`config.mk`:
```
export PLATFORM = sky130hd
export DESIGN_NAME = fpu_round_scheduler
export DESIGN_NICKNAME = d
export VERILOG_FILES = /design/src/rtl/fpu_round_scheduler.sv
export SDC_FILE = /design/constraint.sdc
export NUM_CORES = 1
export LEC_CHECK = 0
export CAP_MARGIN = 20
export CORE_AREA = 2 2 124 126
export DETAILED_ROUTE_END_ITERATION = 10
export DIE_AREA = 0 0 126 128
export DONT_BUFFER_PORTS = 1
export MAX_ROUTING_LAYER = met4
export PLACE_DENSITY_LB_ADDON = 0.05
export REMOVE_ABC_BUFFERS = 1
export SETUP_SLACK_MARGIN = 0.15
export SLEW_MARGIN = 20
export SYNTH_ARGS = -nofsm -noshare
export SYNTH_HDL_FRONTEND = slang
export SYNTH_SLANG_ARGS = --single-unit
export TNS_END_PERCENT = 1
```
`constraint.sdc`:
```
create_clock -name clk -period 5.9 [get_ports clk]
set_clock_uncertainty 0.1 [all_clocks]
set_input_delay 1.18 -clock clk [delete_from_list [all_inputs] [get_ports clk]]
set_output_delay 1.18 -clock clk [all_outputs]
set_load 0.01 [all_outputs]
```
`src/rtl/fpu_round_scheduler.sv`:
```
// Round-robin scheduler sharing one rounding datapath between NUM_REQ FPU units,
// with an issue register (S1) and a result register (S2). Optional: FPU_ROUND_DYN_FRM_EN.
module fpu_round_scheduler #(
   parameter int NUM_REQ = 4,
   parameter int TAG_W   = 4
) (
   input  logic                       clk,
   input  logic                       rst_n,
`ifdef FPU_ROUND_DYN_FRM_EN
   input  logic [2:0]                 csr_frm,
`endif
   input  logic [NUM_REQ-1:0]         req_valid,
   output logic [NUM_REQ-1:0]         req_ready,
   input  logic [3*NUM_REQ-1:0]       req_rm,
   input  logic [NUM_REQ-1:0]         req_is_zero,
   input  logic [9*NUM_REQ-1:0]       req_sign_exp,
   input  logic [32*NUM_REQ-1:0]      req_mant,
   input  logic [TAG_W*NUM_REQ-1:0]   req_tag,
   output logic [2:0]                 ru_rm,
   output logic                       ru_is_zero,
   output logic [8:0]                 ru_sign_exp,
   output logic [31:0]                ru_mant,
   input  logic [31:0]                ru_result,
   output logic                       out_valid,
   input  logic                       out_ready,
   output logic [31:0]                out_result,
   output logic [TAG_W-1:0]           out_tag,
   output logic [$clog2(NUM_REQ)-1:0] out_src,
   output logic                       busy
);

   localparam int SRC_W = $clog2(NUM_REQ);

   logic              r_s1Valid;
   logic [2:0]        r_s1Rm;
   logic              r_s1IsZero;
   logic [8:0]        r_s1SignExp;
   logic [31:0]       r_s1Mant;
   logic [TAG_W-1:0]  r_s1Tag;
   logic [SRC_W-1:0]  r_s1Src;
   logic              r_s2Valid;
   logic [31:0]       r_outResult;
   logic [TAG_W-1:0]  r_outTag;
   logic [SRC_W-1:0]  r_outSrc;
   logic [SRC_W-1:0]  r_rrPtr;

   logic              w_s2Adv;
   logic              w_s1Acc;
   logic              w_grantValid;
   logic [SRC_W-1:0]  w_grantIdx;
   logic [2:0]        w_grantRm;
   logic [2:0]        w_effRm;

   function automatic logic [SRC_W-1:0] wrapIdx(input logic [SRC_W-1:0] base, input int off);
      int sum;
      sum = int'(base) + off;
      if (sum >= NUM_REQ) sum = sum - NUM_REQ;
      return SRC_W'(sum);
   endfunction

   assign w_s2Adv = r_s1Valid & (~r_s2Valid | out_ready);
   assign w_s1Acc = ~r_s1Valid | w_s2Adv;

   // First asserted requester at or after the round-robin pointer, wrapping around.
   always_comb begin
      w_grantValid = 1'b0;
      w_grantIdx   = '0;
      for (int k = 0; k < NUM_REQ; k++) begin
         if (!w_grantValid && req_valid[wrapIdx(r_rrPtr, k)]) begin
            w_grantValid = 1'b1;
            w_grantIdx   = wrapIdx(r_rrPtr, k);
         end
      end
   end

   always_comb begin
      req_ready = '0;
      if (rst_n && w_s1Acc && w_grantValid) req_ready[w_grantIdx] = 1'b1;
   end

   assign w_grantRm = req_rm[int'(w_grantIdx)*3 +: 3];

`ifdef FPU_ROUND_DYN_FRM_EN
   assign w_effRm = (w_grantRm == 3'b111) ? csr_frm : w_grantRm;
`else
   assign w_effRm = w_grantRm;
`endif

   always_ff @(posedge clk or negedge rst_n) begin
      if (!rst_n) begin
         r_s1Valid   <= 1'b0;
         r_s1Rm      <= '0;
         r_s1IsZero  <= 1'b0;
         r_s1SignExp <= '0;
         r_s1Mant    <= '0;
         r_s1Tag     <= '0;
         r_s1Src     <= '0;
         r_rrPtr     <= '0;
      end else if (w_s1Acc) begin
         r_s1Valid <= w_grantValid;
         if (w_grantValid) begin
            r_s1Rm      <= w_effRm;
            r_s1IsZero  <= req_is_zero[w_grantIdx];
            r_s1SignExp <= req_sign_exp[int'(w_grantIdx)*9 +: 9];
            r_s1Mant    <= req_mant[int'(w_grantIdx)*32 +: 32];
            r_s1Tag     <= req_tag[int'(w_grantIdx)*TAG_W +: TAG_W];
            r_s1Src     <= w_grantIdx;
            r_rrPtr     <= wrapIdx(w_grantIdx, 1);
         end
      end
   end

   // Exact zeros bypass the datapath but keep their sign.
   always_ff @(posedge clk or negedge rst_n) begin
      if (!rst_n) begin
         r_s2Valid   <= 1'b0;
         r_outResult <= '0;
         r_outTag    <= '0;
         r_outSrc    <= '0;
      end else if (w_s2Adv) begin
         r_s2Valid   <= 1'b1;
         r_outResult <= r_s1IsZero ? {r_s1SignExp[8], 31'b0} : ru_result;
         r_outTag    <= r_s1Tag;
         r_outSrc    <= r_s1Src;
      end else if (out_ready) begin
         r_s2Valid   <= 1'b0;
      end
   end

   assign ru_rm       = r_s1Rm;
   assign ru_is_zero  = r_s1IsZero;
   assign ru_sign_exp = r_s1SignExp;
   assign ru_mant     = r_s1Mant;
   assign out_valid   = r_s2Valid;
   assign out_result  = r_outResult;
   assign out_tag     = r_outTag;
   assign out_src     = r_outSrc;
   assign busy        = r_s1Valid | r_s2Valid;

endmodule

```
=== Word level (Yosys, flattened, before mapping) ===
Index checks and enable logic that the tools add are counted.

* Input bits: 235
* Bits in registers: 93
* Output and inout port bits: 89
* Logic and storage cells: 84

* Shifts and indexed selects: 4
* Multiply operators: 2
* Add/sub/neg operators: 9
* Reduce and logical (&&, ||, !) cells: 11
* Bitwise logic cells: 6
* $lt $le $gt $ge: 11
* Mux-type cells: 29

{| class="wikitable"
|+ Operators with widths
! cell !! count
|-
| 128-bit by 8-bit variable part select with 32-bit output || 1
|-
| 36-bit by 7-bit variable part select with 9-bit output || 1
|-
| 32-bit 2-to-1 mux || 1
|-
| 2-bit 2-to-1 mux || 9
|-
| 16-bit by 5-bit variable part select with 4-bit output || 1
|-
| 2-bit by 3-bit < comparator with 1-bit output, second input constant || 5
|-
| 3-bit greater-or-equal comparator, second input constant || 4
|-
| 1-bit 2-to-1 mux || 12
|-
| 12-bit by 5-bit variable part select with 3-bit output || 1
|-
| 1-bit binary-select mux with 2-bit select || 5
|-
| 2-bit by 1-bit subtractor with 2-bit output, second input constant || 5
|-
| 2-bit by 1-bit adder with 3-bit output, second input constant || 2
|-
| 2-bit by 2-bit adder with 3-bit output, second input constant || 2
|-
| 1-bit logical AND || 6
|-
| 2-bit by 4-bit multiplier with 6-bit output, second input constant || 1
|-
| 2-bit by 2-bit multiplier with 4-bit output, second input constant || 1
|-
| 4-bit 2-to-1 mux || 1
|-
| 2-bit by 3-bit greater-or-equal comparator with 1-bit output, second input constant || 1
|-
| 1-bit zero test || 3
|-
| 1-bit OR || 3
|-
| 1-bit demux with 2-bit select || 1
|-
| 2-bit by 1-bit greater-or-equal comparator with 1-bit output, second input constant || 1
|-
| 1-bit NOT || 2
|-
| 2-bit AND reduction || 1
|-
| 2 further kinds || 2
|}

=== Logic depth before layout (Yosys ltp) ===
Gate-level depths: netlist of run 1.

* Depth in word-level cells: 19
* Mapped depth: 8

=== Worst setup path after synthesis of run 1 ===
OpenSTA, ideal clock, no wires.

* Path type: input -> output
* Start: input port req_valid[0]
* End: output port req_ready[3]
* Arrival time: 2.445 ns
* Data required time: 4.620 ns
* Cell stages on the path: 6
* Slack: 2.175 ns
* Cells stage by stage: buf_2 > nor2b_4 > o21ai_0 > nor3b_2 > clkbuf_1 > and3_1

* Word-level cells in the longest chain between the ends: 17

{| class="wikitable"
|+ RTL lines
! item !! RTL line !! text
|-
| start, declared || 12 || <nowiki>input logic [NUM_REQ-1:0] req_valid,</nowiki>
|-
| 1-bit binary-select mux with 2-bit select || 69 || <nowiki>if (!w_grantValid && req_valid[wrapIdx(r_rrPtr, k)]) begin</nowiki>
|-
| 1-bit 2-to-1 mux (implied by the code) || 69 ||
|-
| 1-bit 2-to-1 mux || 69 ||
|-
| 1-bit zero test || 69 ||
|-
| 1-bit logical AND || 69 ||
|-
| 1-bit 2-to-1 mux || 69 ||
|-
| 1-bit zero test || 69 ||
|-
| 1-bit logical AND || 69 ||
|-
| 1-bit 2-to-1 mux || 69 ||
|-
| 1-bit zero test || 69 ||
|-
| 1-bit logical AND || 69 ||
|-
| 2-bit 2-to-1 mux || 69 ||
|-
| 2-bit by 3-bit < comparator with 1-bit output (implied by the code) or 2-bit by 1-bit greater-or-equal comparator with 1-bit output (tied branches) || 78 || <nowiki>if (rst_n && w_s1Acc && w_grantValid) req_ready[w_grantIdx] = 1'b1;</nowiki>
|-
| 1-bit logical AND (implied by the code) || 78 ||
|-
| 1-bit 2-to-1 mux (implied by the code) || 78 ||
|-
| 1-bit demux with 2-bit select || 78 ||
|-
| 4-bit 2-to-1 mux (*) || 78 ||
|-
| end, declared || 13 || <nowiki>output logic [NUM_REQ-1:0] req_ready,</nowiki>
|}

Mark *: on every way between the ends. The rest lies on a longest branch, timed or not. The select of a mux whose other input is x is not followed.

=== Worst setup path after layout of run 1 ===
* Start: input port req_valid[0]
* End: output port req_ready[2]

Same word-level chain as after synthesis.

==> results of run 1 <==
[through the flow]
stage                     setup TNS (ps)  worst slack (ps)  power, mW
after floorplan                    -3670              -930       1.36
after global placement                 0              2210       1.52
after detailed placement               0              2180       1.53
after CTS                              0              2170       2.09
after global routing                   0              2050       2.20
final                                  0              2160       2.06
[placed cells by master (no fill, tap or decap), types with 2 or more instances in the layout]
cell type	netlist	final
dfrtp_1	93	93
o21ai_1	26	26
nor2b_1	2	2
a21boi_1	3	2
a21boi_2	7	7
clkbuf_16	0	9
nand2_1	37	36
a31oi_1	50	50
mux2_2	8	8
a22oi_1	49	49
nand2b_1	35	35
clkbuf_8	0	2
nand3_1	23	23
a21oi_1	4	3
a21o_1	23	23
a21boi_0	18	18
inv_1	3	3
and3_1	30	30
o21ai_0	60	60
clkinv_2	0	2
nor2_1	54	54
buf_4	0	7
[state kept, by name, summed over array words and instances, names as in the netlist]
signal	count
out_valid	1
r_s1Valid	1
out_src	2
r_rrPtr	2
r_s1Tag	4
r_s1Src	2
ru_is_zero	1
ru_mant	32
ru_sign_exp	9
out_tag	4
out_result	32
ru_rm	3
[worst reg2reg max path: stages, from the launching register on]
cell	delay, ps
dfrtp_1	490
nand2b_1	210
nand4b_1	640
buf_4	580
and3_1	290
o21ai_1	170
a31oi_1	100
[power groups by stage]
stage	sequential, mW	combinational [mW]	clock (mW)
after global routing	0.992	0.614	0.595
after detailed placement	0.990	0.544	0
after floorplan	0.945	0.415	0
final	0.975	0.538	0.547
after CTS	0.979	0.544	0.572
after global placement	0.992	0.530	0
[logic make-up (layout without fill, tap and decap cells)]
family	after synthesis	in the layout	synth area share [%]
and+or+nand+nor	189	189	18.3
AOI/OAI and AO/OA	244	244	30.2
buffers and inverters	61	27	5.12
muxes	9	9	1.91
DFF	93	93	44.5
[final cells by class]
type	instances	area share, %
Multi-Input combinational cell	442	47.8
Clock inverter	5	0.626
Clock buffer	11	4.34
Timing Repair Buffer	8	1.19
Sequential cell	93	41.6
Tap cell	188	4.20
Inverter	3	0.201
[path summary, 6_finish.rpt]
check | to
setup reg to reg | ru_mant[24]
hold / removal | r_s1Src[0]
min in group asynchronous | out_result[31]
max in group asynchronous | ru_mant[29]
hold reg to reg | r_s1Src[0]
setup / recovery | req_ready[2]
[metal layers]
layer	track usage, %	routed length [µm]	share of wire (%)	vias to the layer above
met1	22.9	6300	41	1992
met4	5.75	232	1.5	0
met3	4.30	1130	7.3	17
met5	-	0	0	-
li1	-	-	-	2083
met2	31.9	7790	50	195
==> run_results.csv, run 1 <==
group,metric,value,unit
run_status,status,"finished clean",
yosys,synth_area,0.00523,mm²
finish,layout-drive-gt1-share,8.54,%
pwr,pwr-share-clk,26.6,%
yosys,ys_ff_latch,93,
clocking,clock-sinks,93,
floorplanning,die_width,126,µm
yosys,syn-instance-count,596,
critical_path,crit_type,"in2out",
critical_path,critPathLaunchType,"input pin",
global_routing,grt_start_max_net_pins,98,
global_routing,antenna_found_initial,0,
drt,dr.pass1.iters,4,
drt,drc_errors,0,
clocking,cts_tree,"done",
critical_path,r2r-start,"r_rrPtr[0]",
critical_path,critical_path.slowest_cell,"o211a_1",
pwr,pwr-share-comb,26.1,%
drt,ant_nets,0,
worst_hold_path,hold_depth,1,
placed_design,gp_congestion,0.770,
critical_path,path_cells,"nor2b_4 > nor2_1 > o211a_1 > and3_1",
clocking,cts_resized,0,
yosys,yosysMostFrequentCell,"dfrtp_1",
worst_hold_path,hp-start,"r_s1Src[0]",
drt,routed_wl,15500,µm
drt,wire_per_inst,20.6,µm
finish,stdcell_count,750,
global_routing,grt_pass1_wl,23500,µm
yosys,synthTopCellsByArea,"dfrtp_1 (44%), a22oi_1 (7.0%), a31oi_1 (6.0%)",
floorplanning,initial_core_util,35.2,%
critical_path,cp.depth,4,
clocking,cts_setup_buffers,0,
drt,via_per_inst,5.72,
drt,vias,4287,
drt,first_iter_violations,181,
critical_path,critPathBufInv,0,
critical_path,startpoint,"req_valid[0]",
placed_design,dp_hpwl,10700,µm
placed_design,placedCellCount,733,
placed_design,io_buffer_count,0,
sta,hold_slack,404,ps
critical_path,r2r_slack,3190,ps
pwr,peakVddDrop,0.134,mV
floorplanning,io_pins,324,
yosys,synth_warnings,0,
finish,multi_input_area,0.00268,mm²
finish,design_area,0.00559,mm²
pwr,leakage,2.27,nW
yosys,synthArstFlopShare,100,%
floorplanning,die-area,0.0161,mm²
critical_path,worstPathMaxFanout,25,
critical_path,path_delay_family,"compound AO/OA/AOI/OAI gates",
finish,regArea,0.00233,mm²
critical_path,worst-endpoint-arrival,2460,ps
clocking,h-tree-depth,3,
yosys,synth_edf_count,0,
yosys,synth_flop_cell,"dfrtp_1",
clocking,hold_buffers,0,
finish,finalNetCount,792,
clocking,cts_root_buffer,"clkbuf_16",
yosys,synth_top_area_share,44.5,%
sta,finalSetupViolCount,0,
finish,area_delta_synth_final,6.91,%
flow_run,drv_cap,0,
floorplanning,die_height,128,µm
global_routing,grt_use_total,19.0,%
clocking,clk_pin_slew,60,ps
sta,min_period_over_period,63.4,%
yosys,synth_common_cells,"dfrtp_1 (93), o21ai_0 (60), nor2_1 (54), a31oi_1 (50), a22oi_1 (49)",
clocking,cts_buffers,9,
critical_path,endpoint_kind,"output port",
finish,diodes,0,
pwr,internal-power,1.31,mW
yosys,synth_top_cell_by_area,"dfrtp_1",
yosys,yosysSeqAreaShare,44.5,%
sta,rsz0062_at_grt,"no",
critical_path,max_stage_delay,700,ps
sta,finalHoldViolations,0,
yosys,avgSynthCellArea,8.78,µm²
sta,drv_slew,0,
clocking,clk_path_buf_depth,2,
critical_path,ff2ff_path_depth,6,
floorplanning,core,0.0149,mm²
global_routing,grt_pass1_vias,4225,
sta,maxSlewHeadroom,43.7,%
yosys,synth.distinct_cells,35,
sta,worst_pin_slew,844,ps
clocking,clk_latency,330,ps
critical_path,worstPathRequired,4620,ps
pwr,switchingPower,748,µW
finish,utilization,37.6,%
floorplanning,rows,45,
pwr,sequentialPowerShare,47.3,%
global_routing,gr-total-overflow,0,
sta,min_period,3740,ps
sta,max_freq,267,MHz
pwr,switching_share,36.3,%
finish,n_fill_cell,1542,
pwr,powerDensity,368,mW/mm²
placed_design,placed_area,0.00530,mm²
worst_hold_path,hold_class,"reg2reg",
Note: power is estimated with default switching activity, not from simulation.
==> inputs of run 2 (changes only) <==
Settings changed: CORE_AREA 2 2 124 126 to 2 2 127 129, DIE_AREA 0 0 126 128 to 0 0 129 131.
Clock period 5.9 ns to 3.23 ns, I/O delays scaled along.
==> run_results.csv, run 2 (synthesized netlist as in run 1, its figures left out) <==
group,metric,value,unit
global_routing,grt_pass1_vias,4175,
flow_run,drv_cap,0,
critical_path,worstPathMaxFanout,11,
clocking,cts_resized,0,
finish,layout-drive-gt1-share,9.51,%
global_routing,grt_use_total,19.6,%
critical_path,critPathLaunchType,"flip-flop",
clocking,clk_latency,340,ps
floorplanning,initial_core_util,33.5,%
pwr,peakVddDrop,0.222,mV
global_routing,gr-total-overflow,0,
finish,final_cell_mix,"dfrtp_1 (93), o21ai_0 (60), nor2_1 (54), a31oi_1 (50), a22oi_1 (49)",
drt,vias,4441,
finish,area_delta_synth_final,9.68,%
pwr,switching_share,36.0,%
critical_path,path_cells,"inv_1 > o21ai_0 > nor3b_2 > and3_1",
worst_hold_path,hold_class,"in2async",
clocking,clock-sinks,93,
critical_path,worstPathRequired,2480,ps
run_status,status,"finished clean",
global_routing,grt_start_max_net_pins,94,
clocking,cts_setup_buffers,0,
floorplanning,die_height,131,µm
pwr,switchingPower,1.44,mW
pwr,sequentialPowerShare,45.0,%
critical_path,critical_path.slowest_cell,"dfrtp_1",
critical_path,endpoint_kind,"output port",
floorplanning,rows,46,
sta,worst_pin_slew,850,ps
finish,design_area,0.00574,mm²
critical_path,worst-endpoint-arrival,1820,ps
sta,min_period_over_period,79.4,%
sta,finalHoldViolations,0,
drt,routed_wl,16800,µm
pwr,internal-power,2.55,mW
global_routing,grt_pass1_wl,24300,µm
placed_design,placed_area,0.00539,mm²
drt,first_iter_violations,234,
pwr,leakage,2.32,nW
pwr,pwr-share-comb,25.8,%
sta,finalSetupViolCount,0,
clocking,clk_pin_slew,70,ps
clocking,clk_path_buf_depth,2,
clocking,cts_root_buffer,"clkbuf_16",
clocking,h-tree-depth,3,
drt,dr.pass1.iters,5,
sta,min_period,2570,ps
finish,final_common_cell,"dfrtp_1",
sta,drv_slew,0,
sta,max_freq,390,MHz
sta,maxSlewHeadroom,43.3,%
clocking,cts_tree,"done",
pwr,powerDensity,695,mW/mm²
floorplanning,die-area,0.0169,mm²
sta,rsz0062_at_grt,"no",
finish,diodes,0,
critical_path,path_delay_family,"simple AND/OR/NAND/NOR gates",
placed_design,gp_congestion,0.773,
floorplanning,core,0.0156,mm²
sta,hold_slack,113,ps
drt,wire_per_inst,21.5,µm
floorplanning,die_width,129,µm
finish,utilization,36.8,%
drt,drc_errors,0,
pwr,pwr-share-clk,29.2,%
critical_path,max_stage_delay,570,ps
critical_path,crit_type,"reg2out",
clocking,hold_buffers,1,
clocking,cts_buffers,9,
sta,setup_ws,664,ps
global_routing,antenna_found_initial,0,
placed_design,pre_cts_slack,737,ps
drt,via_per_inst,5.66,
floorplanning,io_pins,324,
critical_path,critPathBufInv,1,
placed_design,dp_hpwl,11600,µm
drt,ant_nets,0,
finish,finalNetCount,798,
placed_design,io_buffer_count,0,
pwr,power.total,3.99,mW
run 2: area by class of cell:
type / instances / area (µm²)
Clock buffer: 10 / 229
Clock inverter: 6 / 92.6
Fill cell: 1580 / 9860
Inverter: 3 / 11.3
Multi-Input combinational cell: 442 / 2670
Sequential cell: 93 / 2330
Tap cell: 216 / 270
Timing Repair Buffer: 14 / 138
run 2: final timing paths:
| kind | start | endpoint | slack (ps) | cells after the start |
|---|---|---|---|---|
| worst max-delay path | r_rrPtr[1] | req_ready[3] | 660 | 4 |
| max in group asynchronous | rst_n | ru_mant[18] | 2510 | 1 |
| min in group clk | ru_result[21] | out_result[21] | 340 | 2 |
| worst max register to register | r_rrPtr[0] | ru_sign_exp[0] | 880 | 5 |
| worst min register to register | r_s1Src[1] | out_src[1] | 400 | 1 |
| worst min-delay path | rst_n | ru_mant[27] | 110 | 1 |
run 2: power groups by stage:
stage	Sequential, mW	Combinational, mW	Clock (mW)
after floorplan	1.73	0.758	0
after global placement	1.83	0.982	0
after detailed placement	1.82	1.01	0
after CTS	1.80	1.04	1.21
after global routing	1.83	1.16	1.26
final	1.80	1.03	1.17
run 2: worst reg2reg max path: cells and delay by family, from the launching register on:
family | cells | cell delay (ps)
AND/OR/NAND/NOR | 3 | 1320
AO/OA/AOI/OAI | 2 | 240
flip-flops | 1 | 530
run 2: layer usage:
layer | wire length, µm | vias up | global-route usage, %
li1 | - | 2098 | -
met1 | 6950 | 2099 | 23.7
met2 | 8110 | 223 | 31.0
met3 | 1460 | 21 | 5.86
met4 | 320 | 0 | 7.35
met5 | 0 | - | -
run 2: metrics by stage:
stage               cells  setup TNS (ps)
floorplan             538         -105370
global placement      767               0
detailed placement    767               0
CTS                   784               0
global route          784               0
finish                784               0
==> inputs of run 3 (changes only) <==
Clock period 3.23 ns to 2.35 ns, I/O delays scaled along.
==> run_results.csv, run 3 (synthesized netlist as in run 1, its figures left out) <==
group,metric,value,unit
run_status,status,"finished, violations left",
run_status,violations,"negative hold slack",
drt,vias,4474,
critical_path,worst-endpoint-arrival,1630,ps
critical_path,endpoint_kind,"output port",
drt,first_iter_violations,209,
finish,design_area,0.00591,mm²
pwr,power.total,5.48,mW
clocking,clk_pin_slew,70,ps
finish,layout-drive-gt1-share,12.7,%
worst_hold_path,hold_class,"in2async",
drt,wire_per_inst,20.8,µm
pwr,powerDensity,927,mW/mm²
sta,rsz0062_at_grt,"yes",
floorplanning,die_width,129,µm
floorplanning,io_pins,324,
floorplanning,die-area,0.0169,mm²
finish,finalNetCount,812,
global_routing,gr-total-overflow,0,
placed_design,placed_area,0.00552,mm²
sta,finalHoldViolations,93,
drt,routed_wl,16600,µm
clocking,clock-sinks,93,
drt,ant_nets,0,
floorplanning,initial_core_util,33.5,%
global_routing,grt_start_max_net_pins,98,
sta,min_period,2200,ps
global_routing,grt_use_total,19.3,%
pwr,leakage,2.41,nW
placed_design,io_buffer_count,0,
sta,drv_slew,0,
placed_design,dp_hpwl,11400,µm
sta,tns,0,ps
critical_path,worstPathRequired,1780,ps
finish,final_common_cell,"dfrtp_1",
critical_path,critPathLaunchType,"flip-flop",
finish,final_cell_mix,"dfrtp_1 (92), o21ai_0 (59), nor2_1 (54), a31oi_1 (50), a22oi_1 (49)",
critical_path,ff2ff_path_depth,6,
drt,dr.pass1.iters,5,
clocking,clk_path_buf_depth,2,
clocking,clk_latency,350,ps
finish,diodes,0,
floorplanning,rows,46,
global_routing,grt_pass1_vias,4213,
clocking,h-tree-depth,3,
sta,max_freq,454,MHz
drt,drc_errors,0,
clocking,cts_buffers,9,
pwr,peakVddDrop,0.323,mV
floorplanning,die_height,131,µm
clocking,cts_root_buffer,"clkbuf_16",
global_routing,antenna_found_initial,0,
sta,hold_slack,-284,ps
floorplanning,core,0.0156,mm²
flow_run,drv_cap,0,
placed_design,gp_congestion,0.765,
sta,finalSetupViolCount,0,
sta,maxSlewHeadroom,66.8,%
drt,via_per_inst,5.61,
critical_path,crit_type,"reg2out",
finish,area_delta_synth_final,12.9,%
global_routing,grt_pass1_wl,24000,µm
sta,min_period_over_period,93.8,%
critical_path,worstPathMaxFanout,17,
sta,worst_pin_slew,496,ps
clocking,cts_tree,"done",
[run 3: cell count changes in the layout (fill, tap and decap cells not counted), sizes merged]
cell	previous run	this run
clkinvlp	2	0
bufinv	2	1
clkbuf	10	11
clkinv	0	3
buf	14	28
inv	5	4
[run 3: final timing paths]
kind,from,to,slack [ps]
max reg2reg,r_rrPtr[1],ru_sign_exp[3],230
max in group asynchronous,rst_n,ru_sign_exp[5],2200
max,r_rrPtr[1],req_ready[1],150
min,rst_n,out_result[10],-280
min reg2reg,r_s1Tag[0],out_tag[0],410
min in group clk,ru_result[1],out_result[1],170
[run 3: cell type report]
| cell class | count | area, µm² |
|---|---|---|
| fill | 1608 | 9690 |
| inverter | 3 | 11.3 |
| tap | 216 | 270 |
| multi-input combinational | 442 | 2700 |
| clock buffer | 11 | 253 |
| clock inverter | 5 | 57.6 |
| sequential | 93 | 2330 |
| timing repair buffer | 28 | 289 |
[run 3: power breakdown]
part | switching [mW] | internal, mW
logic | 0.835 | 0.686
clock network | 0.641 | 0.885
registers | 0.460 | 1.97
total | 1.94 | 3.54
[run 3: through the flow]
step / util, % / setup WS [ps] / std cells
6_report: 37.9 / 146 / 798
5_1_grt: 37.9 / 46.6 / 798
4_1_cts: 37.6 / 27.1 / 795
3_5_place_dp: 35.4 / 123 / 776
3_3_place_gp: 35.4 / 206 / 776
2_1_floorplan: - / -3110 / 538
[run 3: per-layer routing]
metal / vias up / share of wire, % / global-route usage (%)
met1: 2116 / 42 / 23.1
met2: 210 / 48 / 30.9
met3: 19 / 7.9 / 5.50
li1: 2129 / - / -
met5: - / 0 / -
met4: 0 / 2.0 / 7.48
[run 3: critical path, cell delays in order (launching register included)]
cell and delay, ps:
dfrtp_2 470, inv_1 170, o221a_4 380, and3_1 260
[run 3: what timing repair did]
| action | CTS | global route |
|---|---|---|
| pin swaps | 2 | 1 |
| endpoints found under the setup margin | 4 | 22 |
| endpoints found under the hold margin | 93 | 93 |
| buffers inserted | 3 | 3 |
| resized for setup | 5 | 5 |
